File: src/rtl/lc3b_types.sv
// lc3b_types: shared LC-3b word/BTB types plus the BTB update-controller struct and state enum
package lc3b_types;
  typedef logic [15:0] lc3b_word;
  typedef logic [3:0]  btb_index;
  typedef logic [10:0] btb_tag;
  typedef struct packed {
    lc3b_word pc;
    lc3b_word target;
    logic     taken;
  } btb_upd_t;
  typedef enum logic {SWEEP, RUN} btb_ctrl_state;
endpackage

File: src/rtl/btb_upd_fifo.sv
// btb_upd_fifo: synchronous FIFO of resolved-branch updates with full/empty flags and sync clear
module btb_upd_fifo
  import lc3b_types::*;
#(
  parameter int DEPTH = 2
) (
  input  logic     clk,
  input  logic     reset,
  input  logic     clear,
  input  logic     push,
  input  logic     pop,
  input  btb_upd_t din,
  output btb_upd_t dout,
  output logic     full,
  output logic     empty
);
  localparam int AW = $clog2(DEPTH);
  localparam int CW = AW + 1;
  btb_upd_t mem_q [DEPTH];
  logic [AW-1:0] wp_q, wp_d, rp_q, rp_d;
  logic [CW-1:0] cnt_q, cnt_d;
  logic wr, rd;
  always_comb begin
    full  = cnt_q == CW'(DEPTH);
    empty = cnt_q == '0;
    wr    = push & ~full;
    rd    = pop & ~empty;
    wp_d  = wp_q + AW'(wr);
    rp_d  = rp_q + AW'(rd);
    cnt_d = cnt_q + CW'(wr) - CW'(rd);
    dout  = mem_q[rp_q];
  end
  always_ff @(posedge clk) begin
    if (reset | clear) begin
      wp_q  <= '0;
      rp_q  <= '0;
      cnt_q <= '0;
    end else begin
      wp_q  <= wp_d;
      rp_q  <= rp_d;
      cnt_q <= cnt_d;
      if (wr) mem_q[wp_q] <= din;
    end
  end
endmodule

File: src/rtl/btb_update_ctrl.sv
// btb_update_ctrl: queues resolved-branch updates and sequences BTB writes plus the invalidate sweep
// Define BTB_FLUSH_EN to add the flush port (discard queue and re-sweep).
module btb_update_ctrl
  import lc3b_types::*;
#(
  parameter int NUM_ENTRIES = 16,
  parameter int FIFO_DEPTH  = 2
) (
  input  logic     clk,
  input  logic     reset,
  input  logic     upd_valid,
  output logic     upd_ready,
  input  lc3b_word upd_pc,
  input  lc3b_word upd_target,
  input  logic     upd_taken,
  input  logic     wr_hold,
`ifdef BTB_FLUSH_EN
  input  logic     flush,
`endif
  output logic     busy,
  output btb_index wr_addr,
  output btb_tag   tag_in,
  output lc3b_word bta_in,
  output logic     valid_in,
  output logic     predict_in,
  output logic     ld_valid,
  output logic     ld_tag,
  output logic     ld_data,
  output logic     ld_predict
);
  btb_ctrl_state state_q, state_d;
  btb_index cnt_q, cnt_d, addr_q;
  btb_tag   tag_q;
  lc3b_word bta_q;
  logic     valid_q, pred_q;
  btb_upd_t head, din;
  logic full, empty, push, pop, sweep, wr_tk, flush_i, unused_pc0;
`ifdef BTB_FLUSH_EN
  assign flush_i = flush;
`else
  assign flush_i = 1'b0;
`endif
  assign din        = '{pc: upd_pc, target: upd_target, taken: upd_taken};
  assign unused_pc0 = head.pc[0];
  btb_upd_fifo #(.DEPTH(FIFO_DEPTH)) u_fifo (
    .clk   (clk),
    .reset (reset),
    .clear (flush_i),
    .push  (push),
    .pop   (pop),
    .din   (din),
    .dout  (head),
    .full  (full),
    .empty (empty)
  );
  // Write controls are driven straight from the FIFO head so a pop lands in the BTB at the next edge.
  always_comb begin
    sweep      = state_q == SWEEP;
    busy       = sweep;
    upd_ready  = ~sweep & ~full;
    push       = upd_valid & upd_ready;
    pop        = ~sweep & ~empty & ~wr_hold & ~flush_i & ~reset;
    wr_tk      = pop & head.taken;
    wr_addr    = sweep ? cnt_q : pop ? head.pc[4:1] : addr_q;
    tag_in     = pop ? head.pc[15:5] : tag_q;
    bta_in     = wr_tk ? head.target : bta_q;
    valid_in   = ~sweep & (wr_tk | valid_q);
    predict_in = pop ? head.taken : pred_q;
    ld_valid   = (sweep & ~reset) | wr_tk;
    ld_tag     = wr_tk;
    ld_data    = wr_tk;
    ld_predict = pop;
    state_d    = flush_i ? SWEEP : (sweep && cnt_q == btb_index'(NUM_ENTRIES - 1)) ? RUN : state_q;
    cnt_d      = (sweep & ~flush_i) ? cnt_q + 1'b1 : '0;
  end
  always_ff @(posedge clk) begin
    if (reset) begin
      state_q <= SWEEP;
      cnt_q   <= '0;
      addr_q  <= '0;
      tag_q   <= '0;
      bta_q   <= '0;
      valid_q <= 1'b0;
      pred_q  <= 1'b0;
    end else begin
      state_q <= state_d;
      cnt_q   <= cnt_d;
      addr_q  <= wr_addr;
      tag_q   <= tag_in;
      bta_q   <= bta_in;
      valid_q <= valid_in;
      pred_q  <= predict_in;
    end
  end
endmodule
File: config.mk
export PLATFORM = sky130hd
export DESIGN_NAME = btb_update_ctrl
export DESIGN_NICKNAME = d
export VERILOG_FILES = /design/src/rtl/lc3b_types.sv /design/src/rtl/btb_upd_fifo.sv /design/src/rtl/btb_update_ctrl.sv
export SDC_FILE = /design/constraint.sdc
export NUM_CORES = 1
export LEC_CHECK = 0
export ABC_CLOCK_PERIOD_IN_PS = 4100
export BUFFER_PORTS_ARGS = -buffer_cell sky130_fd_sc_hd__buf_2
export CORE_ASPECT_RATIO = 0.5
export CORE_UTILIZATION = 40
export CTS_CLUSTER_SIZE = 40
export DETAILED_ROUTE_END_ITERATION = 8
export HOLD_SLACK_MARGIN = 0.06
export PLACE_DENSITY = 0.67
export RECOVER_POWER = 50
export SETUP_SLACK_MARGIN = 0.4
export SYNTH_ARGS = -nofsm -noshare
export SYNTH_HDL_FRONTEND = slang
export SYNTH_SLANG_ARGS = --single-unit
File: constraint.sdc
create_clock -name clk -period 4.1 [get_ports clk]
set_clock_uncertainty 0.15 [all_clocks]
set_input_delay 0.41 -clock clk [delete_from_list [all_inputs] [get_ports clk]]
set_output_delay 0.41 -clock clk [all_outputs]
set_load 0.1 [all_outputs]
; ---- Word-level counts from Yosys, hierarchy flattened
; Memories as Yosys holds them, arrays and structs flattened. A register that Yosys moved wholly into a read port is not among the register bits.
; Cells that the tools add are included.
[word_totals]
out_inout_bits = 39
in_bits = 37
elab_cells = 47
n_memories = 1
ramBits = 66
ff_bits = 42
[classes]
muxes = 9
n_addsub = 5
bitwise = 17
reduce_logical = 3
n_eq_ne = 2
[memory_table]
columns = name, words, width, read_ports, rd_clocked_by_memory_dff, wr, line_no
row1 = u_fifo.mem_q, 2, 33, 1, 1, 1, btb_upd_fifo.sv:19  ; btb_upd_t mem_q [DEPTH];
[ops]
columns = operator, count
row1 = two-way mux 16 bit, 1
row2 = two-way mux 11 bit, 1
row3 = AND 1 bit, 10
row4 = two-way mux 4 bit, 2
row5 = two-way mux 1 bit, 5
row6 = inverter 1 bit, 5
row7 = "adder 4 x 1 -> 4 bit, second input constant", 1
row8 = "equality test 4 bit, second input constant", 1
row9 = adder 1 bit, 2
row10 = adder 2 x 1 -> 2 bit, 1
row11 = "equality test 2 bit, second input constant", 1
row12 = zero test 2 bit, 1
row13 = OR 1 bit, 2
row14 = OR reduction 2 bit, 1
row15 = subtractor 2 x 1 -> 2 bit, 1
row16 = logical AND 1 bit, 1

; ---- Depth between registers and ports, before layout
[logic_depth]
depth_word = 8
depth_mapped = 9
depth_no_buf = 7

; ---- Modules after synthesis
; From an unflattened synthesis, not the netlist that was laid out.
[unflattened]
hier_cells = 311
hier_area_um2 = 4369.2
[by_module_without_submodules]
columns = mod, seq_area_each_um2, cells_per_inst, instances, area_per_inst_um2
row1 = btb_upd_fifo, 2062.0, 127, 1, 2752.6
row2 = btb_update_ctrl, 760.7, 184, 1, 1616.6

; ---- Worst setup path before layout
; Ideal clock, no wire load.
[synth_path]
path_kind = flip-flop to output port
startpoint = register state_q
endpoint = output wr_addr[0]
path_stages_with_launch = 5
slack_ns = -0.034
t_required_ns = 3.540
n_path_buf = 2
t_arrival_ns = 3.574
path_cell_list = dfxtp_1 > buf_2 > inv_1 > clkbuf_1 > o31ai_1
[synth_via]
elab_chain_len = 5
[synth_lines]
columns = item, line_no
row1 = from (decl), btb_update_ctrl.sv:31  ; btb_ctrl_state state_q, state_d;
row2 = from (signal assigned), btb_update_ctrl.sv:86  ; state_q <= state_d;
row3 = AND 1 bit (3 in a row), btb_update_ctrl.sv:62  ; pop = ~sweep & ~empty & ~wr_hold & ~flush_i & ~reset;
row4 = two-way mux 4 bit, btb_update_ctrl.sv:64  ; wr_addr = sweep ? cnt_q : pop ? head.pc[4:1] : addr_q;
row5 = two-way mux 4 bit (*), btb_update_ctrl.sv:64
row6 = to (decl), btb_update_ctrl.sv:21  ; output btb_index wr_addr,
; Every way passes the cells marked *; elsewhere a longest branch is shown, timed or not.

; ---- Worst setup path after layout
[layout_path]
startpoint = register u_fifo.cnt_q[1]
endpoint = output bta_in[15]
[layout_via]
elab_chain_len = 7
[layout_lines]
columns = item, line_no
row1 = from (decl), btb_upd_fifo.sv:21  ; logic [CW-1:0] cnt_q, cnt_d;
row2 = from (signal assigned), btb_upd_fifo.sv:41  ; cnt_q <= cnt_d;
row3 = zero test 2 bit, btb_upd_fifo.sv:25  ; empty = cnt_q == '0;
row4 = inverter 1 bit, btb_update_ctrl.sv:62
row5 = AND 1 bit (3 in a row), btb_update_ctrl.sv:62
row6 = AND 1 bit, btb_update_ctrl.sv:63  ; wr_tk = pop & head.taken;
row7 = two-way mux 16 bit, btb_update_ctrl.sv:66  ; bta_in = wr_tk ? head.target : bta_q;
row8 = to (decl), btb_update_ctrl.sv:23  ; output lc3b_word bta_in,
; No other way between the ends.

==> flow_metrics.env <==
export IMPL_starting_density_of_the_core_pct=42.2
export IMPL_number_of_nets_still_failing_antenna_checks_after_routing=0
export IMPL_ys_top_cells_by_count="edfxtp_1 (64), dfxtp_1 (42), a21oi_1 (32)"
export IMPL_fp_dieArea_mm2=0.0115
export IMPL_netlist_instances=341
export IMPL_register_area_mm2=0.00276
export IMPL_whs_ps=111
export IMPL_clk_path_buf_depth=2
export IMPL_worst_setup_path_type="reg -> out"
export IMPL_wl_per_cell_um=16.1
export IMPL_die_height_um=76.3
export IMPL_synth_main_ff_cell="edfxtp_1"
export IMPL_synthXorXnorAreaFrac_pct=0.793
export IMPL_clk_pin_slew_ps=70
export IMPL_synthMostInstantiatedCell="edfxtp_1"
export IMPL_unrepaired_setup_endpoints_after_global_routing="false"
export IMPL_synth_compound_area_share_pct=13.1
export IMPL_final_hold_viol_count=0
export IMPL_route_final_wire_length_um=8880
export IMPL_synth_lib_cells_used_distinct=36
export IMPL_fin_nets=447
export IMPL_clk_latency_ps=330
export IMPL_antenna_diode_count=0
export IMPL_core_mm2=0.0105
export IMPL_cts_buffers_inserted=9
export IMPL_layout_drive_gt1_share_pct=30.6
export IMPL_leakage_nw=1.88
export IMPL_fraction_of_the_mapped_netlist_area_in_adder_cells_pct=0.850
export IMPL_globalRoute_totalOverflow=0
export IMPL_x_dimension_of_the_die_um=151
export IMPL_power_per_cell_area_mw_per_mm2=385
export IMPL_timing_slew_headroom_pct=0.998
export IMPL_via_count_of_the_first_global_routing_pass=2898
export IMPL_post_cts_repair_setup_buffers=0
export IMPL_ctsHtreeMaxLevel=3
export IMPL_data_arrival_time_of_the_worst_path_ps=2870
export IMPL_grt_max_degree=34
export IMPL_hold_path_class="in -> reg"
export IMPL_synthesis_warning_total=0
export IMPL_cts_sinks=106
export IMPL_port_buffers=74
export IMPL_multiInputGateArea_mm2=0.00148
export IMPL_required_ps=3540
export IMPL_grt_usage_pct=16.2
export IMPL_synth_edff_count=64
export IMPL_max_cap_violations=0
export IMPL_dpl_cell_count=536
export IMPL_fraction_of_the_mapped_netlist_area_in_simple_logic_gates_pct=5.72
export IMPL_gpl_final_weighted_congestion=0.734
export IMPL_antenna_found_initial=0
export IMPL_area_delta_synth_final_pct=16.1
export IMPL_fillerInstances=961
export IMPL_endpoint_kind="primary output"
export IMPL_cts_tree="built"
export IMPL_synth_net_count=381
export IMPL_async_flop_share_pct=0
export IMPL_layoutNonFillerInstCount=552
export IMPL_cts_hold_fix_buffers=0
export IMPL_crit_path_max_fanout=22
export IMPL_yosys_register_bits=106
export IMPL_drc_errors=0
export IMPL_yosysTopAreaCellShare_pct=43.5
export IMPL_timing_final_crit_period_ps=3430
export IMPL_slew_viol_final=0
export IMPL_ioPinCount=76
export IMPL_worst_ir_drop_vdd_v=0.000192
export IMPL_tightestPinTransition_ps=1490
export IMPL_finalCoreUtilization_pct=48.9
export IMPL_cts_root_buf="clkbuf_16"
export IMPL_ys_top_cells_by_area="edfxtp_1 (44%), dfxtp_1 (19%), mux2_2 (7.1%)"
export IMPL_global_route_wire_length_before_repair_um=14200
export IMPL_dominant_combinational_cell_family_by_area_after_synthesis="compound AO/OA/AOI/OAI gates"
export IMPL_route_detailed_vias_per_inst=5.17
export IMPL_muxShareOfSynthArea_pct=12.9
export IMPL_cts_resized=0
export IMPL_setup_reg_to_reg_worst_slack_ps=1520
export IMPL_num_rows=26
export IMPL_outcome="finished clean"
export IMPL_post_route_period_util_pct=83.7
export IMPL_synthesis_area_per_instance_um2=12.9
export IMPL_detailedRoute_firstPassIterationCount=4
export IMPL_fmax_ghz=0.291
export IMPL_yosys_area_top_type="edfxtp_1"
export IMPL_timing_final_setup_violations=0
export IMPL_mappedNetlistArea_mm2=0.00442
export IMPL_synth_sequential_area_ratio_pct=62.6
export IMPL_detailedRoute_firstIterationViolations=135
export IMPL_startpoint_type="flop"
export IMPL_dr_total_vias=2856
export IMPL_detailed_place_hpwl_um=5720
## area by class of cell
type | count | area share (%)
Clock buffer | 11 | 4.54
Clock inverter | 5 | 0.634
Inverter | 7 | 0.610
Multi-Input combinational cell | 200 | 28.8
Sequential cell | 106 | 53.9
Tap cell | 140 | 3.42
Timing Repair Buffer | 83 | 8.10
## path summary, 6_finish.rpt
kind                        start                   to  cells past startpoint
setup / recovery  u_fifo.cnt_q[1]           bta_in[15]                      5
hold / removal         upd_pc[10]  u_fifo.mem_q[1][27]                      1
setup reg to reg          state_q  u_fifo.mem_q[0][28]                      3
hold reg to reg           valid_q              valid_q                      2
## sequential cells by signal, summed over array words and instances (netlist names)
name	count
state_q	1
u_fifo.wp_q	1
valid_q	1
u_fifo.rp_q	1
u_fifo.mem_q	64
bta_q	16
addr_q	4
cnt_q	4
pred_q	1
u_fifo.cnt_q	2
tag_q	11
## layout by cell type (no fill, tap or decap), drive strengths merged, types with 2 or more instances in the layout
| cell type | n |
|---|---|
| a211oi | 11 |
| a21oi | 32 |
| buf | 72 |
| clkbuf | 22 |
| clkinv | 5 |
| dfxtp | 42 |
| edfxtp | 64 |
| ha | 3 |
| inv | 7 |
| mux2 | 37 |
| mux2i | 12 |
| nand2 | 21 |
| nand2b | 2 |
| nand3 | 4 |
| nor2 | 13 |
| nor3 | 9 |
| o21a | 2 |
| o21ai | 18 |
| o311ai | 16 |
| o31ai | 4 |
| o32ai | 4 |
| xnor2 | 2 |
| xor2 | 2 |
## report_power, final
| group | internal [W] | switching, W |
|---|---|---|
| sequential | 0.00113 | 0.00000343 |
| combinational | 0.0000203 | 0.0000487 |
| clock | 0.000411 | 0.000358 |
| total | 0.00156 | 0.000410 |
## metal layers
metal / share of wire, % / up-vias / wire length, µm / track usage [%]
met2: 49 / 60 / 4360 / 27.4
met1: 46 / 1368 / 4080 / 20.7
met3: 4.5 / 6 / 396 / 4.73
li1: - / 1422 / - / -
met4: 0.57 / 0 / 51 / 3.30
met5: 0 / - / 0 / 0
## kinds of logic (layout without fill, tap and decap cells)
| kind of cell | Yosys count | after routing |
|---|---|---|
| AOI/OAI and AO/OA | 90 | 90 |
| xor gates and xnor gates | 4 | 4 |
| adders and majority gates | 3 | 3 |
| buffers and inverters | 35 | 106 |
| DFF | 106 | 106 |
| muxes | 49 | 49 |
| and+or+nand+nor | 54 | 54 |
## worst max-delay path: stages (launching register included)
cell and delay, ps:
dfxtp_1 420, o21ba_1 740, nand3_4 390, inv_6 320, mux2_2 370, buf_2 290
## per-stage QoR
step	instance area (µm²)	setup slack, ps	setup TNS [ps]	power, W
floorplan	4420	-33.5	-134	0.00120
CTS	5160	880	0	0.00200
global placement	4890	899	0	0.00123
detailed placement	4890	894	0	0.00123
global route	5130	427	0	0.00205
finish	5130	669	0	0.00197
Power figures use the tool's default switching activity.
